<file path="config.mk">
export PLATFORM = sky130hd
export DESIGN_NAME = varint_zz_encoder
export DESIGN_NICKNAME = d
export VERILOG_FILES = /design/src/rtl/varint_pkg.sv /design/src/rtl/varint_zz_map.sv /design/src/rtl/varint_zz_encoder.sv
export SDC_FILE = /design/constraint.sdc
export NUM_CORES = 1
export LEC_CHECK = 0
export CAP_MARGIN = 20
export CORE_MARGIN = 3
export CORE_UTILIZATION = 40
export DETAILED_ROUTE_END_ITERATION = 16
export DONT_BUFFER_PORTS = 1
export GPL_ROUTABILITY_DRIVEN = 1
export HOLD_SLACK_MARGIN = 0.02
export SYNTH_ARGS = -nofsm -noshare
export SYNTH_HDL_FRONTEND = slang
export SYNTH_SLANG_ARGS = --single-unit
</file>
<file path="constraint.sdc">
create_clock -name clk -period 0.8 [get_ports clk]
set_input_delay 0.08 -clock clk [delete_from_list [all_inputs] [get_ports clk]]
set_output_delay 0.08 -clock clk [all_outputs]
set_load 0.02 [all_outputs]
</file>
<file path="src/rtl/varint_pkg.sv">
// Shared widths and types for the protobuf varint encoder slice.
package varint_pkg;

  localparam int unsigned VARINT_MAX_BYTES = 10;
  localparam int unsigned VALUE_W          = 64;
  localparam int unsigned VARINT_W         = 80;
  localparam int unsigned GROUP_W          = 7;
  localparam int unsigned PAD_W            = GROUP_W * VARINT_MAX_BYTES;

  typedef logic [VARINT_W-1:0] varint_t;

endpackage

</file>
<file path="src/rtl/varint_zz_map.sv">
// Combinational pre-map: optional ZigZag and 32-bit field masking.
module varint_zz_map
  import varint_pkg::*;
(
  input  logic [VALUE_W-1:0] in_val,
  input  logic               zz_en,
  input  logic               is_32,
  output logic [VALUE_W-1:0] mapped
);

  logic [31:0] lo;

  assign lo = in_val[31:0];

  always_comb begin
    mapped = in_val;
    case ({zz_en, is_32})
      2'b11:   mapped = {32'b0, {lo[30:0], 1'b0} ^ {32{lo[31]}}};
      2'b10:   mapped = {in_val[62:0], 1'b0} ^ {64{in_val[63]}};
      2'b01:   mapped = {32'b0, lo};
      default: mapped = in_val;
    endcase
  end

endmodule

</file>
<file path="src/rtl/varint_zz_encoder.sv">
// Registered protobuf varint encoder: one 64-bit value per cycle in,
// 10-byte little-endian base-128 image plus byte count out one cycle later.
module varint_zz_encoder
  import varint_pkg::*;
(
  input  logic               clk,
  input  logic               reset,
  input  logic               in_valid,
  input  logic [VALUE_W-1:0] in_val,
  input  logic               zz_en,
  input  logic               is_32,
  output logic               out_valid,
  output varint_t            out_bytes,
  output logic [3:0]         out_len
);

  logic [VALUE_W-1:0] v;
  logic [PAD_W-1:0]   vp;
  varint_t            enc;
  logic [3:0]         len;

  varint_zz_map u_map (
    .in_val (in_val),
    .zz_en  (zz_en),
    .is_32  (is_32),
    .mapped (v)
  );

  // Zero-pad to 70 bits so byte 9 falls out as a regular 7-bit group
  always_comb begin
    vp  = {(PAD_W - VALUE_W)'(0), v};
    enc = '0;
    len = 4'd1;
    for (int unsigned i = 0; i < VARINT_MAX_BYTES; i++) begin
      if (i == 0 || (vp >> (GROUP_W * i)) != '0)
        enc[8*i +: 8] = {(vp >> (GROUP_W * (i + 1))) != '0, vp[GROUP_W*i +: GROUP_W]};
      if (vp[GROUP_W*i +: GROUP_W] != '0)
        len = 4'(i + 1);
    end
  end

  always_ff @(posedge clk or negedge reset) begin
    if (!reset) begin
      out_valid <= 1'b0;
      out_bytes <= '0;
      out_len   <= '0;
    end else begin
      out_valid <= in_valid;
      if (in_valid) begin
        out_bytes <= enc;
        out_len   <= len;
      end
    end
  end

endmodule

</file>
Yosys cells after proc, flatten, opt, wreduce, memory -nomap -nowiden:

Index checks and enable logic that the tools add are counted.

* bits in writable memories: 0
* memory bits (read-only): 0
* word-level logic and storage cells: 43
* bits in latches: 0
* memories kept: 0
* register bits: 85

* div/mod/pow operators: 0
* shift-type cells: 0
* add/sub/neg operators: 0
* eq/ne operators: 3
* reduce and logical (&&, ||, !) cells: 16
* bitwise logic cells: 2
* mux-type cells: 19
* order comparisons: 0
* multiply operators: 0

Operators with widths (count)
* $reduce_bool A70 Y1: 8
* $pmux W64 S3: 1
* $mux W8: 8
* $xor A64 B64 Y64: 1
* $reduce_bool A7 Y1: 8
* $xor A32 B32 Y32: 1
* $mux W3: 4
* $mux W4: 3
* $eq A2 B2 Y1 const B: 2
* $mux W2: 2
* $eq A2 B1 Y1 const B: 1
* $mux W1: 1

Longest topological paths before layout:

Gate-level depths: netlist of run 1.

* depth after elaboration: 12
* gate-level depth with buffers: 10
* gate-level depth less buffers: 7

By module:

From an unflattened synthesis of run 1, not the netlist that was laid out.

* cell total of the unflattened synthesis: 416
* area, all modules: 4673.2 um^2

By module, submodules not included
* varint_zz_encoder: area each 3221.8 um^2, times used 1, seq. area each 1951.9 um^2, cells each 229
* varint_zz_map: area each 1451.4 um^2, times used 1, seq. area each 0.0 um^2, cells each 187

Least setup slack after synthesis of run 1:

No wires, ideal clock.

* path type: in2reg
* from: input zz_en
* to: register out_bytes[15]
* slack: -1.032 ns
* stages on the path: 9
* arrival: 1.692 ns
* library setup time: 0.140 ns
* buffers on the path: 3
* cell sequence: buf_4 > buf_6 > buf_2 > o31a_1 > a211o_1 > nor2_1 > nand2_1 > nor3_2 > a31oi_1

* cells in the longest elaborated chain, start to end: 4

Ends and longest elaborated chain
* from (decl): RTL line varint_zz_encoder.sv:10 `input logic zz_en,`
* $eq A2 B1 Y1 / $eq A2 B2 Y1 (equally long branches): RTL line varint_zz_map.sv:17 `case ({zz_en, is_32})`
* $pmux W64 S3 (*): RTL line varint_zz_map.sv:17
* $reduce_bool A70 Y1, on equally long branches: RTL line varint_zz_encoder.sv:36, varint_zz_encoder.sv:35
* $mux W8 (*): RTL line varint_zz_encoder.sv:35 `if (i == 0 || (vp >> (GROUP_W * i)) != '0)`
* to (signal assigned): RTL line varint_zz_encoder.sv:50 `out_bytes <= enc;`
* to (decl): RTL line varint_zz_encoder.sv:13 `output varint_t out_bytes,`

Every way passes the cells marked *; elsewhere a longest branch is shown, timed or not.
A chain may end at the register's enable or synchronous reset.

Worst setup path after layout of run 1:

* from: input in_val[63]
* to: register out_len[0]

* cells in the longest elaborated chain, start to end: 12

Ends and longest elaborated chain
* from (decl): RTL line varint_zz_encoder.sv:9 `input logic [VALUE_W-1:0] in_val,`
* $xor A64 B64 Y64: RTL line varint_zz_map.sv:19 `2'b10: mapped = {in_val[62:0], 1'b0} ^ {64{in_val[63]}};`
* $pmux W64 S3 (*): RTL line varint_zz_map.sv:17
* $reduce_bool A7 Y1: RTL line varint_zz_encoder.sv:37 `if (vp[GROUP_W*i +: GROUP_W] != '0)`
* $mux W2 (2 in a row): RTL line varint_zz_encoder.sv:37
* $mux W3 (4 in a row): RTL line varint_zz_encoder.sv:37
* $mux W4 (2 in a row): RTL line varint_zz_encoder.sv:37
* $mux W4 (*): RTL line varint_zz_encoder.sv:37
* to (signal assigned): RTL line varint_zz_encoder.sv:51 `out_len <= len;`
* to (decl): RTL line varint_zz_encoder.sv:14 `output logic [3:0] out_len`

Marks and branches as above.

==> results of run 1 <==
## report_power, final
part           total [µW]  switching [µW]  internal (µW)
combinational        4060            1680           2380
clock                4200            1620           2570
sequential           4690             320           4370
total               12900            3620           9320
## layout by cell type, fill, tap and decap left out, drive strengths merged, types with 8 or more instances in the layout
cell,instances
nand2,16
xnor2,61
dfrtp,78
a21oi,52
clkbuf,12
nor3,12
a211oi,21
dlygate4sd3,14
inv,8
o21ai,8
buf,188
o2bb2ai,16
mux2i,33
mux2,16
nor2,87
## registers in the layout, indices dropped and copies added (netlist names)
name / cells
out_bytes: 73
out_len: 4
out_valid: 1
## final cells by class
| class | instances | area [µm²] |
|---|---|---|
| multi-input combinational | 401 | 3250 |
| timing repair buffer | 202 | 1930 |
| clock inverter | 4 | 45.0 |
| clock buffer | 12 | 256 |
| inverter | 8 | 30.0 |
| fill | 944 | 4060 |
| sequential | 78 | 1960 |
| tap | 143 | 179 |
## per-stage QoR
| stage | TNS (ns) | instances | area (µm²) | util | setup WS, ns |
|---|---|---|---|---|---|
| final | -23.30 | 848 | 7650 | 0.653 | -0.686 |
| after detailed placement | -39.09 | 752 | 6040 | 0.516 | -1.07 |
| after CTS | -25.22 | 813 | 7090 | 0.605 | -0.652 |
| after floorplan | -31.37 | 537 | 5410 | - | -0.991 |
| after global placement | -37.55 | 752 | 6040 | 0.516 | -1.05 |
| after global routing | -26.71 | 848 | 7650 | 0.653 | -0.715 |
## layer usage
| metal | up-vias | global-route usage | routed length (µm) |
|---|---|---|---|
| li1 | 2209 | - | - |
| met1 | 2258 | 0.244 | 5640 |
| met2 | 156 | 0.389 | 8180 |
| met3 | 23 | 0.0807 | 1370 |
| met4 | 0 | 0.0642 | 212 |
| met5 | - | 0 | 0 |
## cell families after synthesis
logic type	Yosys count
xor gates and xnor gates	62
buffers and inverters	59
muxes	48
other	1
AOI/OAI and AO/OA	131
and+or+nand+nor	152
DFF	78
## path summary, 6_finish.rpt
path	startpoint	end	slack (ns)
worst max register to register	out_len[2]$_DFFE_PN0P_	out_len[2]$_DFFE_PN0P_	-0.08
max in group asynchronous	reset	out_bytes[62]$_DFFE_PN0P_	1.23
worst min-delay path	reset	out_bytes[39]$_DFFE_PN0P_	-0.57
worst min register to register	out_bytes[67]$_DFFE_PN0P_	out_bytes[67]$_DFFE_PN0P_	0.52
min in group clk	in_valid	out_valid$_DFF_PN0_	-0.23
worst max-delay path	in_val[63]	out_len[0]$_DFFE_PN0P_	-0.69
## what timing repair did
| action | in CTS | in global routing |
|---|---|---|
| gates resized for setup | 92 | 58 |
| buffers inserted | 31 | 39 |
| endpoints found under the setup margin | 122 | 128 |
| pin swaps | 14 | 26 |
| gates cloned | 1 | 0 |
| endpoints found under the hold margin | 156 | 142 |
==> qor.yml, run 1 <==
run_status:
  outcome: "complete, but fails checks"
  failed_checks: "hold timing, setup timing"
cells_and_area:
  layout-drive-gt1-share: 0.447
  nNetsFinal: 769
  num_antenna_cells: 0
  p_r_area_growth_vs_syn_pct: 55.7
worst_setup_path:
  start_kind: "primary input"
  number_of_gates_on_the_worst_path_with_buffers_counted: 7
  cells_along_the_critical_path: "xnor2_2 -> a211oi_1 -> or4_4 -> nor3_4 -> nand2_1 -> or3_4 -> o221ai_2"
  crit_slowest_cell: "or4_4"
  critical_path.top_delay_family: "simple AND/OR/NAND/NOR gates"
  cp_data_arrival_time_ns: 1.74
  path_class: "in -> reg"
  critical_path.endpoint_type: "flop"
  cp_data_required_time_ns: 1.06
  critical_path_peak_fanout: 46
  cp_num_buf_inv: 0
  timing.reg2reg.worst_path_depth: 3
  cpPeakStageDelay_ns: 0.54
die:
  effective_utilization_at_floorplan: 0.419
  floorplan.io_pins: 154
  fp.coreArea_um2: 11700
  design.die.area_um2: 13600
  die_w_um: 117
  chip_height_um: 117
  floorplan.rows: 39
global_route:
  global_route_wire_length_before_repair_mm: 23.2
  globalRoute.totalOverflow: 0
  grt_antenna_before_repair: 0
  largest_net_degree_at_the_start_of_global_routing: 109
  vias_in_the_first_global_route: 4669
  grt.total_usage: 0.218
logic_synthesis:
  synth_compound_area_frac: 0.179
  post_synth_and_or_nand_nor_area_fraction: 0.143
  synth_mux_area_frac: 0.103
  synth_enable_flop_cells: 0
  synth_most_common_cell: "nor2_1"
  ys_async_sr_fraction: 1.00
  synth.top_cells.by_count: "nor2_1, dfrtp_1, xnor2_1"
  synth.top_cell.area_share: 0.397
  synth_area_um2: 4910
  synthesis.yosys.warnings: 0
  xor_xnor_fraction_of_synth_area: 0.111
  combinational_family_with_the_most_area_after_synthesis: "compound AO/OA/AOI/OAI gates"
  synth.area.top_cells: "dfrtp_1, xnor2_1, nor2_1, mux2i_1, a21oi_1"
  synthCells: 531
  synth.ff_latch_count: 78
  yosysSeqAreaShare: 0.397
  synth.avg_cell_area_um2: 9.25
  adder_cell_area_share_of_the_yosys_netlist: 0
  synth_area_leader_cell: "dfrtp_1"
  netlist-cell-type-count: 57
  dominant_synthesized_flop_cell: "dfrtp_1"
pwr:
  max-vdd-ir-drop_v: 0.00110
  p_leak_uw: 0.00335
  total_power_uw: 12900
  power_per_cell_area_nw_per_um2: 1690
clock_tree:
  cts-htree-levels: 3
  clk_pin_slew_worst_paths_ns: 0.06
  ctsRootBufferMaster: "clkbuf_16"
  tritoncts: "done"
  clk-insertion-delay-late_ns: 0.34
  tritoncts.num_buffers: 9
  ctsLongestPathBuffers: 2
  ctsHoldBuffers: 14
  cts_sinks: 78
timing:
  setup_viol_count_final: 122
  final.setup_skew_ns: 0
  final.period_utilization: 1.86
  grt_setup_unrepaired: "true"
  timing.final.crit_period_ns: 1.49
  slew_viol_final: 0
  hold_ws_ns: -0.570
  setup_slack_ns: -0.686
  clock.fmax_ghz: 0.673
  hold_viol: 137
placed_design:
  place_hpwl_mm: 10.2
  gp_congestion: 0.782
  io_buffer_count: 0
drt:
  drt_iter0_markers: 235
  detail_route.wl_per_cell_um: 18.2
  drt_first_pass_iters: 4
  drt_drc_violations_left: 0
  antenna_violating_nets_post_route: 0
  viasPerCell: 5.48
  routed-via-count: 4646
  routed_wirelength_mm: 15.4
hold_path:
  hold_path_class: "in -> async"
job:
  drv.max_cap_violation_count: 0
(Power assumes the default switching activity.)
==> run 2, diff against run 1 <==
- ABC_AREA: unset -> 1
==> qor.yml, run 2 <==
run_status:
  outcome: "complete, but fails checks"
  failed_checks: "hold timing, setup timing"
worst_setup_path:
  start_kind: "primary input"
  critical_path_peak_fanout: 22  # -52%
  cells_along_the_critical_path: "inv_16 -> nor2_4 -> inv_2 -> o21ai_1 -> nand2_1 -> nor2_2 -> and2_4 -> and2_4 -> nand2_1 -> o21ai_1 -> nand2_1"
  path_class: "in -> reg"
  crit_slowest_cell: "o21ai_1"
  critical_path.endpoint_type: "flop"
  critical-path-top-cell-by-count: "nand2_1"
  cp_data_required_time_ns: 1.03  # -0.03 ns
  cpPeakStageDelay_ns: 0.21  # -0.33 ns
  cp_data_arrival_time_ns: 1.48  # -0.26 ns
clock_tree:
  ctsLongestPathBuffers: 2  # unchanged
  cts_sinks: 78  # unchanged
  clk-insertion-delay-late_ns: 0.34  # about the same
  ctsHoldBuffers: 1  # -13
  ctsRootBufferMaster: "clkbuf_16"
  tritoncts.num_buffers: 9  # unchanged
  tritoncts: "done"
  cts-htree-levels: 3  # unchanged
  clk_pin_slew_worst_paths_ns: 0.06  # about the same
logic_synthesis:
  ys_async_sr_fraction: 1.00  # unchanged
  synth.avg_cell_area_um2: 6.26  # -32%
  synthCells: 842  # +59%
  synth.area.top_cells: "dfrtp_1, nand2_1, nand3_1, o21ai_0, inv_1"
  synth.top_cells.by_count: "nand2_1, nand3_1, inv_1"
  synth_area_leader_cell: "dfrtp_1"
  synthesis.yosys.warnings: 0  # unchanged
  synth_most_common_cell: "nand2_1"
  synth_area_um2: 5280  # +7.4%
  netlist-cell-type-count: 29  # -49%
  dominant_synthesized_flop_cell: "dfrtp_1"
  synth.ff_latch_count: 78  # unchanged
  synth_enable_flop_cells: 0  # unchanged
  yosysSeqAreaShare: 0.370  # -0.0273
  synth.top_cell.area_share: 0.370  # -0.0273
cells_and_area:
  stdcell_area_um2: 8040  # +5.1%
  nNetsFinal: 1105  # +44%
  most_common_library_cell_in_the_layout_ignoring_fill_and_taps: "nand2_1"
  nFillCells: 1128  # +19%
  largest-register: "out_bytes"
  largest_register_ffs: 73  # unchanged
  p_r_area_growth_vs_syn_pct: 52.4
  final-instance-count-excl-fill: 1212  # +43%
  seq_area_um2: 1950  # -0.26%
  num_antenna_cells: 0  # unchanged
  multi_input_comb_area_um2: 3070  # -5.7%
  layout_common_cells: "nand2_1, buf_4, buf_6"
  layout-drive-gt1-share: 0.331  # -0.116
  reg.largest.list: "out_bytes: 73 flops, out_len: 4 flops, out_valid: 1 flops"
  util_after_layout: 0.629  # -0.0236
die:
  fp.coreArea_um2: 12800  # +9.1%
  effective_utilization_at_floorplan: 0.413  # -0.00648
  floorplan.rows: 41  # +5.1%
  design.die.area_um2: 14600  # +7.0%
  floorplan.io_pins: 154  # unchanged
  chip_height_um: 121  # +3.4%
  die_w_um: 121  # +3.4%
global_route:
  largest_net_degree_at_the_start_of_global_routing: 79  # -28%
  grt.total_usage: 0.250  # +0.0310
  met1_demand_to_capacity_share_in_global_routing: 0.303  # +0.0593
  grt_antenna_before_repair: 0  # unchanged
  global_route.usage.met2: 0.430  # +0.0406
  global_route_wire_length_before_repair_mm: 29.2  # +26%
  top_usage_layer: "met2"
  globalRoute.totalOverflow: 0  # unchanged
  vias_in_the_first_global_route: 5972  # +28%
  groute.layer.met3.usage: 0.0655  # -0.0152
timing:
  final.period_utilization: 1.55  # -0.306
  final.setup_skew_ns: 0  # unchanged
  grt_setup_unrepaired: "true"
  setup_viol_count_final: 102  # -16%
  hold_viol: 127  # -7.3%
  slew_viol_final: 0  # unchanged
  clock.fmax_ghz: 0.806  # +20%
  hold_ws_ns: -0.574  # -0.00429 ns
  timing.final.crit_period_ns: 1.24  # -0.245 ns
  setup_slack_ns: -0.441  # +0.245 ns
drt:
  drt_first_pass_iters: 5  # +1
  antenna_violating_nets_post_route: 0  # unchanged
  drt_drc_violations_left: 0  # unchanged
  routed_wirelength_mm: 18.5  # +20%
  detail_route.wl_per_cell_um: 15.2  # -16%
  viasPerCell: 5.11  # -6.8%
  drt_iter0_markers: 428  # +82%
  routed-via-count: 6189  # +33%
placed_design:
  place_inst: 1138  # +51%
  placed_cell_area_um2: 6790  # +12%
  gp_congestion: 0.919  # +17%
  place_hpwl_mm: 12.7  # +25%
  io_buffer_count: 0  # unchanged
pwr:
  power_per_cell_area_nw_per_um2: 1600  # -5.4%
  p_leak_uw: 0.00413  # +24%
  max-vdd-ir-drop_v: 0.000968  # -12%
hold_path:
  hold_path_class: "in -> async"
job:
  drv.max_cap_violation_count: 0  # unchanged
-- run 2: cell count changes in the layout (fill, tap and decap cells not counted), moves of 17 or more --
cell,change
a21oi_1,-33
buf_4,+48
inv_1,+70
mux2i_1,-31
nand2_1,+305
nand3_1,+74
nor2_1,-32
o21ai_1,+61
o21ai_2,+17
xnor2_1,-26
xnor2_2,-33
-- run 2: routing by layer --
metal  vias to the layer above  routed length (µm)
li1                       3032                   -
met1                      2894                7440
met2                       226                9240
met3                        37                1350
met4                         0                 430
met5                         -                   0
-- run 2: area by class of cell --
| type | count | share of cell area |
|---|---|---|
| repair buffers | 233 | 0.267 |
| flip-flops and latches | 78 | 0.243 |
| multi-input cells | 627 | 0.381 |
| well taps | 172 | 0.0268 |
| clock buffers | 11 | 0.0314 |
| repair inverters | 1 | 0.00202 |
| inverters | 86 | 0.0454 |
| clock inverters | 4 | 0.00280 |
-- run 2: what timing repair did --
action / in CTS / in global routing
cloned: 1 / 1
pin swaps: 10 / 10
buffers inserted: 34 / 26
endpoints found under the setup margin: 93 / 104
resized for setup: 111 / 26
endpoints found under the hold margin: 128 / 127
-- run 2: logic make-up (layout without fill, tap and decap cells) --
group	count (synthesis)	in the layout	share of synthesized area
other	1	7	0.000711
AOI/OAI and AO/OA	129	129	0.128
buffers and inverters	143	335	0.120
xor gates and xnor gates	2	2	0.00332
DFF	78	78	0.370
and+or+nand+nor	489	489	0.379
-- run 2: where the power goes --
part           switching, µW  internal [µW]
registers                315           4350
clock network           1640           2240
logic                   2150           2170
-- run 2: worst max-delay path, delay by kind of cell --
kind | cells | cell delay (ns)
buffers and inverters | 2 | 0.16
and+or+nand+nor | 7 | 0.89
AOI/OAI and AO/OA | 2 | 0.33
-- run 2: worst paths after layout --
path | from | to | slack (ns) | depth (start not counted)
min in group clk | in_valid | out_valid$_DFF_PN0_ | -0.23 | 0
worst min-delay path | reset | out_bytes[70]$_DFFE_PN0P_ | -0.57 | 0
worst max-delay path | zz_en | out_bytes[7]$_DFFE_PN0P_ | -0.44 | 11
max in group asynchronous | reset | out_bytes[67]$_DFFE_PN0P_ | 1.25 | 0
worst min register to register | out_bytes[15]$_DFFE_PN0P_ | out_bytes[15]$_DFFE_PN0P_ | 0.50 | 2
worst max register to register | out_bytes[25]$_DFFE_PN0P_ | out_bytes[25]$_DFFE_PN0P_ | -0.09 | 4
-- run 2: through the flow --
| step | total power [µW] | setup slack [ns] | TNS, ns | hold WS (ns) |
|---|---|---|---|---|
| 3_5_place_dp | 8150 | -0.853 | -21.77 | -0.213 |
| 4_1_cts | 12700 | -0.412 | -16.11 | -0.582 |
| 2_1_floorplan | 6890 | -0.591 | -8.31 | -0.216 |
| 3_3_place_gp | 8080 | -0.845 | -20.18 | -0.213 |
| 5_1_grt | 13500 | -0.570 | -20.91 | -0.582 |
| 6_report | 12900 | -0.441 | -16.54 | -0.574 |
